## src/rtl/uart_tx_axis.sv

```systemverilog
// UART transmitter fed by a valid/ready stream; one frame per accepted word.
// Frame: start bit, data LSB first, optional parity, then 1 or 2 stop bits.
module uart_tx_axis #(
    parameter int DATA_WIDTH = 8,
    parameter int CLK_DIV    = 868,
    parameter int PARITY_EN  = 0,
    parameter int PARITY_ODD = 0,
    parameter int STOP_BITS  = 1
) (
    input  logic                  clk,
    input  logic                  rst,
    input  logic                  s_valid,
    input  logic [DATA_WIDTH-1:0] s_data,
    output logic                  s_ready,
    output logic                  txd,
    output logic                  busy,
    output logic                  tx_done
);

    localparam int TW = (CLK_DIV > 1) ? $clog2(CLK_DIV) : 1;
    localparam int IW = $clog2(DATA_WIDTH);

    localparam logic [TW-1:0] T_LAST  = TW'(CLK_DIV - 1);
    localparam logic [TW-1:0] T_PRE   = TW'(CLK_DIV - 2);
    localparam logic [IW-1:0] I_LAST  = IW'(DATA_WIDTH - 1);
    localparam logic [IW-1:0] S_LAST  = IW'(STOP_BITS - 1);
    localparam logic          PAR_INV = (PARITY_ODD != 0);

    localparam logic [2:0] S_IDLE   = 3'd0;
    localparam logic [2:0] S_START  = 3'd1;
    localparam logic [2:0] S_DATA   = 3'd2;
    localparam logic [2:0] S_PARITY = 3'd3;
    localparam logic [2:0] S_STOP   = 3'd4;

    logic [2:0]            state_q, state_d;
    logic [TW-1:0]         timer_q, timer_d;
    logic [IW-1:0]         idx_q, idx_d;
    logic [DATA_WIDTH-1:0] data_q, data_d;
    logic                  txd_q, txd_d;
    logic                  done_q, done_d;
    logic                  tick_s;
    logic                  parity_s;
    logic [IW-1:0]         idx_inc_s;

    assign tick_s    = (timer_q == T_LAST);
    assign parity_s  = (^data_q) ^ PAR_INV;
    assign idx_inc_s = idx_q + IW'(1);

    // Next-state logic; txd_d is the line level for the following cycle.
    always_comb begin
        state_d = state_q;
        timer_d = timer_q;
        idx_d   = idx_q;
        data_d  = data_q;
        txd_d   = txd_q;
        done_d  = 1'b0;
        case (state_q)
            S_IDLE: begin
                txd_d = 1'b1;
                if (s_valid) begin
                    data_d  = s_data;
                    state_d = S_START;
                    timer_d = '0;
                    idx_d   = '0;
                    txd_d   = 1'b0;
                end else begin
                    timer_d = '0;
                end
            end
            S_START: begin
                if (tick_s) begin
                    state_d = S_DATA;
                    timer_d = '0;
                    idx_d   = '0;
                    txd_d   = data_q[0];
                end else begin
                    timer_d = timer_q + TW'(1);
                end
            end
            S_DATA: begin
                if (tick_s) begin
                    timer_d = '0;
                    if (idx_q == I_LAST) begin
                        idx_d = '0;
                        if (PARITY_EN != 0) begin
                            state_d = S_PARITY;
                            txd_d   = parity_s;
                        end else begin
                            state_d = S_STOP;
                            txd_d   = 1'b1;
                        end
                    end else begin
                        idx_d = idx_inc_s;
                        txd_d = data_q[idx_inc_s];
                    end
                end else begin
                    timer_d = timer_q + TW'(1);
                end
            end
            S_PARITY: begin
                if (tick_s) begin
                    state_d = S_STOP;
                    timer_d = '0;
                    idx_d   = '0;
                    txd_d   = 1'b1;
                end else begin
                    timer_d = timer_q + TW'(1);
                end
            end
            S_STOP: begin
                // idx_q counts stop bits here; done is registered one cycle ahead
                done_d = (timer_q == T_PRE) && (idx_q == S_LAST);
                if (tick_s) begin
                    timer_d = '0;
                    if (idx_q == S_LAST) begin
                        state_d = S_IDLE;
                        idx_d   = '0;
                    end else begin
                        idx_d = idx_inc_s;
                    end
                end else begin
                    timer_d = timer_q + TW'(1);
                end
                txd_d = 1'b1;
            end
            default: begin
                state_d = S_IDLE;
                timer_d = '0;
                idx_d   = '0;
                txd_d   = 1'b1;
            end
        endcase
    end

    // State and output registers; reset aborts any frame in progress.
    always_ff @(posedge clk or posedge rst) begin
        if (rst) begin
            state_q <= S_IDLE;
            timer_q <= '0;
            idx_q   <= '0;
            data_q  <= '0;
            txd_q   <= 1'b1;
            done_q  <= 1'b0;
        end else begin
            state_q <= state_d;
            timer_q <= timer_d;
            idx_q   <= idx_d;
            data_q  <= data_d;
            txd_q   <= txd_d;
            done_q  <= done_d;
        end
    end

    assign s_ready = (state_q == S_IDLE);
    assign busy    = ~s_ready;
    assign txd     = txd_q;
    assign tx_done = done_q;

endmodule

```

## config.mk

```make
export PLATFORM = sky130hd
export DESIGN_NAME = uart_tx_axis
export DESIGN_NICKNAME = d
export VERILOG_FILES = /design/src/rtl/uart_tx_axis.sv
export SDC_FILE = /design/constraint.sdc
export NUM_CORES = 1
export LEC_CHECK = 0
export CORE_AREA = 2 2 54 56
export CTS_CLUSTER_DIAMETER = 80
export DETAILED_ROUTE_END_ITERATION = 10
export DIE_AREA = 0 0 56 58
export PLACE_DENSITY = 0.78
export SLEW_MARGIN = 20
export SYNTH_ARGS = -nofsm -noshare
export SYNTH_HDL_FRONTEND = slang
export SYNTH_SLANG_ARGS = --single-unit
```

## constraint.sdc

```tcl
create_clock -name clk -period 5.65 [get_ports clk]
set_input_delay 1.13 -clock clk [delete_from_list [all_inputs] [get_ports clk]]
set_output_delay 1.13 -clock clk [all_outputs]
set_load 0.03 [all_outputs]
```

After elaboration in Yosys (flattened, before gate mapping)

Index checks and enable logic that the tools add are counted.

Flip-flop bits (word level): 26
Latch bits: 0
Memory bits (writable): 0
Bits in read-only memories: 0
Input bits: 11
Memories: 0

Add/subtract/negate cells: 2
Multipliers: 0
Divide/modulo/power cells: 0
Magnitude comparators: 1
Eq/ne operators: 15
Shift-type cells: 0
Muxes and demuxes: 26
Bitwise operators: 1
Reduce and logical (&&, ||, !) cells: 9

Operator list:

| cell                    | number |
|---|---|
| $mux W3                 | 13 |
| $eq A10 B10 Y1 const B  | 2 |
| $mux W10                | 2 |
| $pmux W3 S5             | 1 |
| $ne A2 B2 Y1 const B    | 7 |
| $pmux W3 S4             | 1 |
| $add A10 B1 Y10 const B | 1 |
| $mux W1                 | 7 |
| $reduce_and A7 Y1       | 1 |
| $eq A3 B2 Y1 const B    | 2 |
| $eq A3 B3 Y1 const B    | 2 |
| $logic_not A3 Y1        | 2 |
| $lt A3 B4 Y1 const B    | 1 |
| $pmux W1 S4             | 1 |
| $reduce_and A4 Y1       | 1 |
| $reduce_or A4 Y1        | 1 |
| $add A3 B1 Y3 const B   | 1 |
| $bmux W1 S3             | 1 |
| $eq A3 B1 Y1 const B    | 1 |
| $reduce_and A3 Y1       | 1 |
| $ne A2 B1 Y1 const B    | 1 |
| $reduce_and A2 Y1       | 1 |
| $reduce_or A2 Y1        | 1 |
| $logic_and A1 B1 Y1     | 1 |
| $not A1 Y1              | 1 |

Logic depth before layout (Yosys ltp)

Gate-level depths: netlist (run 1).

Word-level depth: 6
Gate-level depth with buffers: 7

Least setup slack after synthesis (run 1)

Ideal clock, no wire load.

Path type: reg-to-output
Start: reg state_q[1]
End: out s_ready
Arrival: 888 ps
Required time: 4,520 ps
Slack: 3,632 ps
Stages on the path, launching flop included: 4
Buffers on the path: 0
Path through: dfrtp_1 -> nor2_2 -> nand2_4 -> inv_2

Word-level cells in the longest chain between the ends: 1

RTL lines:

| what                     | RTL line | text |
|---|---|---|
| start: declaration       | 35       | `logic [2:0] state_q, state_d;` |
| start signal: assignment | 145      | `state_q <= state_d;` |
| $logic_not A3 Y1         | 154      | `assign s_ready = (state_q == S_IDLE);` |
| end: declaration         | 14       | `output logic s_ready,` |

Every way passes these cells.

Worst setup path in the final report (run 1)

Start: reg state_q[0]
End: out s_ready

Same word-level chain as after synthesis.

==> metrics, run 1 <==
Clk Latency, worst-skew pair=0.31 ns; most frequent cells in the layout=dfrtp_1, nor2_1, clkdlybuf4s50_1; Peak supply drop=227 µV; Antenna Nets Post-Route=0; Crit Path Class=reg -> out; post-DP HPWL=1.78 mm; Req. time, crit path=4.52 ns; final WL=2.32 mm; Post-Synth XOR/XNOR Area=5.05%; global-route wire length before repair=4.15 mm; Final GP Congestion=0.807; Core Region=0.00266 mm²; top_reg_cell synth=dfrtp_1; top cells by area, synth=dfrtp_1, mux2_2, ha_1; Core Util, Final=58.8%; initial DRC count=22; Die Wd=about 56 µm; Synth async-reset ratio=100%; layout cells sized above 1=15.0%; mux contribution to synthesized area=between 10% and 20%; Startpoint Class=flop; Post-synth EDFFs=0; synth warn=0; Adder-Cell Fraction of Synth Area=around 4.5%; Post-CTS Hold Buffers=0; Remaining Overflow, GRT=0; CTS tree=built; 1st-pass router iterations=4; DP Cell Count=~170; die area=0.00325 mm²; syn nets=143; Nets=about 160; die height=58 µm; slew margin rel.=between 30% and 40%; crit-path cells=nor2_2, nand2_4, inv_2, clkdlybuf4s50_1; Antenna Cells=0; Synth Area in Compound Gates=8.56%; status=finished, final reports clean; initial antenna violation count=0; leakage=0.675 nW; simple-gate area share of the yosys netlist=between 15 and 20%; post-cts resize count=0; Synth top area share=45.0%; Rows=19; Register Area=652 µm²; DRC=0; cell area after synthesis=0.00139 mm²; H-tree Lvls=1; maxcap violations=0; CP peak stage delay=0.66 ns; largest net degree at the start of global routing=27; setup bufs post-CTS=0; Global Route Usage Sum=roughly 16%; DR vias/cell=between 5 and 6; non-filler cells, final=171; CP Buf/Inv Count=2; PD cells=310 mW/mm²; Avg WL per Cell=13.5 µm; clk buf depth=2; Final Hold Viols=0; I/O Buffers=14; FF+latch count, synth=26; Tcrit/Tclk final=52.8%; Filler cells=231; Starting Density=52.2%; Yosys cell types=42; Layout Area Growth over Synthesis=12.7%; hold_ws=0.520 ns; commonest non-fill, non-tap cell in the layout=dfrtp_1; measured slew at the worst slew-check pin=roughly 0.96 ns; unrepaired setup endpoints after global routing=no; Final Setup Violations=0; CTS Buf Count=3; post-synthesis sequential area ratio=46.9%; area of the multi-input gates=686 µm²; largest family of logic cells by synthesized area=simple AND/OR/NAND/NOR gates; Yosys top cell by area=dfrtp_1; Max Freq=0.335 GHz; Clock Skew=0.00786 ns; number of I/O pins=15; via count=about 940; Crit. End Element=output pin; vias in the first global route=923; fin. max-slew vios=0; setup TNS=0 ns; Root Driver=clkbuf_4; overall power=~0.00049 W; Largest delay share family, worst path=buffers and inverters; crit path max fanout=13; Tmin final=2.98 ns; crit path DAT=1.85 ns; syn_area_per_cell=roughly 11 µm²; clock sinks=26; Slowest cell on crit path=clkdlybuf4s50_1; Gate Count Post-Synth=127; clock-pin slew on the worst setup and hold paths=0.14 ns; min-delay worst type=reg -> reg
-- area by class of cell --
| class | count | share of cell area (%) |
|---|---|---|
| multi-input combinational | 90 | 43.8 |
| sequential | 26 | 41.6 |
| timing repair buffer | 14 | 8.95 |
| tap | 31 | 2.48 |
| clock buffer | 4 | 1.68 |
| inverter | 6 | 1.44 |
-- path summary, 6_finish.rpt --
check,from,to,slack (ns),cells after the start
max,state_q[0],s_ready,2.67,4
min,timer_q[0],timer_q[0],0.52,1
max reg2reg,idx_q[0],txd,3.46,6
min reg2reg,timer_q[0],timer_q[0],0.52,1
max in group asynchronous,rst,state_q[0],3.75,2
min in group asynchronous,rst,data_q[6],1.32,2
-- metal layers --
metal | vias to the layer above | routed length, µm | global-route usage (%)
met4 | 0 | 16 | 2.04
met2 | 14 | 1060 | 27.4
met3 | 2 | 75 | 3.13
met5 | - | 0 | 0
met1 | 449 | 1160 | 21.6
li1 | 474 | - | -
-- through the flow --
| step | instance area [µm²] | setup WS, ns |
|---|---|---|
| 2_1_floorplan | 1390 | 3.63 |
| 3_3_place_gp | 1540 | 3.05 |
| 3_5_place_dp | 1540 | 3.00 |
| 4_1_cts | 1570 | 2.66 |
| 5_1_grt | 1570 | 2.53 |
| 6_report | 1570 | 2.67 |
-- flip-flops by register name, summed over array words and instances, names as in the netlist --
signal	cells
idx_q	3
timer_q	10
txd	1
data_q	8
state_q	3
tx_done	1
-- cell usage after synthesis (2+ instances only) --
master and n:
nand4_1 2, inv_2 2, and3_1 4, and4_1 3, buf_2 2, nand2b_1 4, nand3_1 4, mux2_2 9
xnor2_1 2, nor3b_1 2, clkbuf_1 2, nor2b_1 3, dfrtp_1 25, inv_1 4, o21ai_0 3, mux2i_1 4
xor2_1 6, nand2_1 2, nor3_1 2, nor2_1 15, mux2_1 2, ha_1 5
-- logic make-up (layout without fill, tap and decap cells) --
group / after synthesis / count (layout)
adders and majority gates: 5 / 5
and+or+nand+nor: 46 / 46
muxes: 15 / 15
xor gates and xnor gates: 8 / 8
AOI/OAI and AO/OA: 16 / 16
buffers and inverters: 11 / 24
DFF: 26 / 26
-- power breakdown --
part | switching (W) | internal, W | leakage [nW]
clock | 0.0000524 | 0.0000275 | 0.0150
sequential | 0.0000418 | 0.000231 | 0.331
combinational | 0.0000605 | 0.0000721 | 0.329
Note: power is estimated with default switching activity, not from simulation.
==> run 2: changes to the inputs <==
==> constraint.sdc (replaced) <==
create_clock -name clk -period 2.9 [get_ports clk]
set_input_delay 0.58 -clock clk [delete_from_list [all_inputs] [get_ports clk]]
set_output_delay 0.58 -clock clk [all_outputs]
set_load 0.03 [all_outputs]
==> metrics, run 2 (synthesized netlist as in run 1, its figures left out) <==
DP Cell Count=168; initial DRC count=21; die height=roughly 58 µm; Clk Latency, worst-skew pair=0.32 ns; crit path DAT=between 1.5 and 2 ns; crit-path cells=nor2_2, nand2_4, inv_2, clkdlybuf4s50_1; clock share of power=16.8%; Sw Pwr=0.000308 W; die area=0.00325 mm²; Core Region=about 0.0027 mm²; CTS Buf Count=3; Avg WL per Cell=14.6 µm; CP Buf/Inv Count=2; Final GP Congestion=between 0.8 and 0.9; Nets=around 160; pre-CTS setup slack=0.804 ns; Tmin final=around 2.5 ns; I/O Buffers=14; initial antenna violation count=0; clock sinks=26; Layout Area Growth over Synthesis=13.2%; 1st-pass router iterations=4; vias in the first global route=about 1000; overall power=0.000953 W; WHS Path Cells=1; Regs by FF count=timer_q x10, data_q x8; Tcrit/Tclk final=between 80% and 90%; leakage=0.679 nW; min-delay worst type=reg -> reg; clock-pin slew on the worst setup and hold paths=0.14 ns; Startpoint Class=flop; measured slew at the worst slew-check pin=0.400 ns; Global Route Usage Sum=17.4%; R2R depth=6; crit path max fanout=13; Peak supply drop=414 µV; Rows=19; Filler cells=232; fin. max-slew vios=0; post-cts resize count=0; largest net degree at the start of global routing=27; Antenna Nets Post-Route=0; Max Freq=0.404 GHz; final WL=around 2.5 mm; register share of total power=56.0%; setup bufs post-CTS=0; post-DP HPWL=1.87 mm; number of I/O pins=15; Die Wd=56 µm; Combinational Power Share=27.2%; Starting Density=52.2%; Remaining Overflow, GRT=0; slew margin rel.=73.4%; H-tree Lvls=1; setup TNS=0 ns; Final Hold Viols=0; max FFs per register=10; Slowest cell on crit path=clkdlybuf4s50_1; DR vias/cell=5.60; switching share of power=32.3%; Antenna Cells=0; maxcap violations=0; Final Setup Violations=0; Root Driver=clkbuf_4; Req. time, crit path=2.32 ns; most frequent cells in the layout=dfrtp_1, nor2_1, clkdlybuf4s50_1; Top reg by flops=timer_q; layout cells sized above 1=15.6%; status=finished, final reports clean; global-route wire length before repair=4.45 mm; area of the multi-input gates=686 µm²; Crit. path cell count=4; Crit Path Class=reg -> out; commonest non-fill, non-tap cell in the layout=dfrtp_1; non-filler cells, final=172; PD cells=606 mW/mm²; unrepaired setup endpoints after global routing=no; Register Area=652 µm²; via count=964; Pint=0.000645 W; Largest delay share family, worst path=buffers and inverters; CTS tree=built; Clock Skew=0.00676 ns; setup slack after layout=between 0.4 and 0.5 ns; DRC=0; Crit. End Element=output pin; Finished Cell Area=0.00157 mm²; Post-CTS Hold Buffers=0; clk buf depth=2; CP peak stage delay=0.66 ns; post-place instance area=0.00155 mm²
## run 2: changes by cell type in the layout (fill, tap and decap cells not counted), sizes merged
cell,previous run,this run
buf,0,1
## run 2: per-layer routing
metal / part of all wire, % / vias up / track usage (%) / wire [µm]
li1: - / 477 / - / -
met1: 50 / 470 / 22.1 / 1250
met2: 47 / 15 / 30.4 / 1180
met3: 2.6 / 2 / 2.90 / 65
met4: 0.95 / 0 / 6.12 / 24
met5: 0 / - / 0 / 0
## run 2: path summary, 6_finish.rpt
kind                             from          to  slack, ns
hold reg to reg            timer_q[0]  timer_q[0]       0.52
hold / removal             timer_q[0]  timer_q[0]       0.52
max in group asynchronous         rst         txd       2.01
min in group asynchronous         rst  timer_q[0]       0.59
setup / recovery           state_q[0]     s_ready       0.43
setup reg to reg             idx_q[0]         txd       0.79
## run 2: power groups by stage
stage	combinational [W]	clock, W	sequential, W
finish	0.000259	0.000160	0.000534
global route	0.000288	0.000180	0.000550
CTS	0.000264	0.000164	0.000534
detailed placement	0.000262	0	0.000542
global placement	0.000253	0	0.000538
floorplan	0.000214	0	0.000522
## run 2: through the flow
step	hold slack (ns)	util [%]
after floorplan	0.466	-
after global placement	0.489	58.1
after detailed placement	0.498	58.1
after CTS	0.524	59.1
after global routing	0.558	59.1
final	0.523	59.1
## run 2: layout make-up
cell class                 instances  share of cell area, %
inverter                           6                   1.43
clock buffer                       4                   1.67
multi-input combinational         90                   43.6
timing repair buffer              15                   9.39
tap                               31                   2.47
sequential                        26                   41.4
==> run 3: changes to the inputs <==
--- a/config.mk
+++ b/config.mk
@@ -5,10 +5,12 @@
 export SDC_FILE = /design/constraint.sdc
 export NUM_CORES = 1
 export LEC_CHECK = 0
-export CORE_AREA = 2 2 54 56
+export CELL_PAD_IN_SITES_DETAIL_PLACEMENT = 1
+export CELL_PAD_IN_SITES_GLOBAL_PLACEMENT = 1
+export CORE_AREA = 2 2 60 62
 export CTS_CLUSTER_DIAMETER = 80
 export DETAILED_ROUTE_END_ITERATION = 10
-export DIE_AREA = 0 0 56 58
+export DIE_AREA = 0 0 62 64
 export PLACE_DENSITY = 0.78
 export SLEW_MARGIN = 20
 export SYNTH_ARGS = -nofsm -noshare
==> metrics, run 3 (synthesized netlist as in run 1, its figures left out) <==
crit path max fanout=13; Die Wd=a little over 60 µm; Root Driver=clkbuf_4; fin. max-slew vios=0; clock-pin slew on the worst setup and hold paths=approximately 0.14 ns; pre-CTS setup slack=0.734 ns; Req. time, crit path=2.32 ns; Regs by FF count=timer_q x10, data_q x8; number of I/O pins=15; Crit. End Element=output pin; Avg WL per Cell=15.4 µm; Peak supply drop=215 µV; max FFs per register=10; status=finished, final reports clean; setup TNS=0 ns; RR Endpoint=txd; area of the multi-input gates=~700 µm²; 1st-pass router iterations=4; I/O Buffers=14; Max Freq=0.403 GHz; largest net degree at the start of global routing=21; most frequent cells in the layout=dfrtp_1, nor2_1, clkdlybuf4s50_1; crit path to=s_ready; via count=between 900 and 1000; Antenna Nets Post-Route=0; min-delay worst type=in -> async; clock sinks=26; leakage=between 0.6 and 0.7 nW; DR vias/cell=~5.3; final WL=2.89 mm; DRC=0; Final GP Congestion=between 0.9 and 1; Clk Latency, worst-skew pair=0.32 ns; Tmin final=roughly 2.5 ns; Startpoint Class=flop; CTS Buf Count=3; CTS tree=built; unrepaired setup endpoints after global routing=no; Core Region=roughly 0.0033 mm²; initial DRC count=30; Clock Skew=between 0.004 and 0.005 ns; maxcap violations=0; Starting Density=42.3%; die area=0.00397 mm²; setup slack after layout=0.421 ns; Final Setup Violations=0; setup bufs post-CTS=0; measured slew at the worst slew-check pin=approximately 0.43 ns; CP startpoint=state_q[0]; post-cts resize count=0; die height=about 64 µm; slew margin rel.=a little under three quarters; global-route wire length before repair=5.12 mm; Final Hold Viols=0; Register Area=652 µm²; commonest non-fill, non-tap cell in the layout=dfrtp_1; Filler cells=roughly 360; clk buf depth=2; Crit Path Class=reg -> out; post-DP HPWL=2.27 mm; Layout Area Growth over Synthesis=14.6%; Antenna Cells=0; layout cells sized above 1=around 16%; Top reg by flops=timer_q; initial antenna violation count=0; H-tree Lvls=1; R2R Setup Slk=0.70 ns; crit path DAT=1.90 ns; R2R depth=6; Global Route Usage Sum=17.8%; R2R Path Start=idx_q[0]; vias in the first global route=between 1000 and 1500; Nets=158; PD cells=slightly above 600 mW/mm²; Tcrit/Tclk final=a little under nine tenths; Post-CTS Hold Buffers=0; Remaining Overflow, GRT=0; Rows=21
==> run 3: final cells by class <==
cell class,instances,area share [%]
clock buffer,4,1.65
inverter,6,1.42
multi-input combinational,90,43.1
sequential,26,41.0
tap,46,3.62
timing repair buffer,15,9.28
==> run 3: worst min path at each step <==
stage          cells past startpoint        from  slack [ns]         end
3_3_place_gp                       1  timer_q[0]        0.49  timer_q[0]
3_5_place_dp                       1  timer_q[0]        0.50  timer_q[0]
6_report                           2         rst        0.47  state_q[2]
4_1_cts                            2         rst        0.47   data_q[3]
2_1_floorplan                      1  timer_q[0]        0.47  timer_q[0]
5_1_grt                            2         rst        0.47   data_q[3]
==> run 3: metrics by stage <==
| stage | hold WS, ns | total power, W | area [µm²] | util [%] | std cells |
|---|---|---|---|---|---|
| detailed placement | 0.499 | 0.000811 | 1570 | 47.7 | 183 |
| global route | 0.472 | 0.00103 | 1590 | 48.5 | 187 |
| floorplan | 0.466 | 0.000736 | 1390 | - | 127 |
| finish | 0.471 | 0.000960 | 1590 | 48.5 | 187 |
| global placement | 0.491 | 0.000793 | 1570 | 47.7 | 183 |
| CTS | 0.474 | 0.000973 | 1590 | 48.5 | 187 |
==> run 3: where the power goes <==
part	leakage, nW	internal, W	switching [W]
combinational	0.334	0.000142	0.000123
sequential	0.331	0.000450	0.0000845
clock	0.0150	0.0000540	0.000107
total	0.679	0.000646	0.000314
==> run 3: per-layer routing <==
layer / GRT usage, % / part of all wire [%]
met3: 3.64 / 2.5
met4: 7.18 / 2.0
met2: 27.0 / 46
met5: 0 / 0
met1: 24.3 / 49
==> run 3: critical path: stages (launching register included) <==
cell             delay (ns)
dfrtp_1                0.54
nor2_2                 0.23
nand2_4                0.09
inv_2                  0.07
clkdlybuf4s50_1        0.66
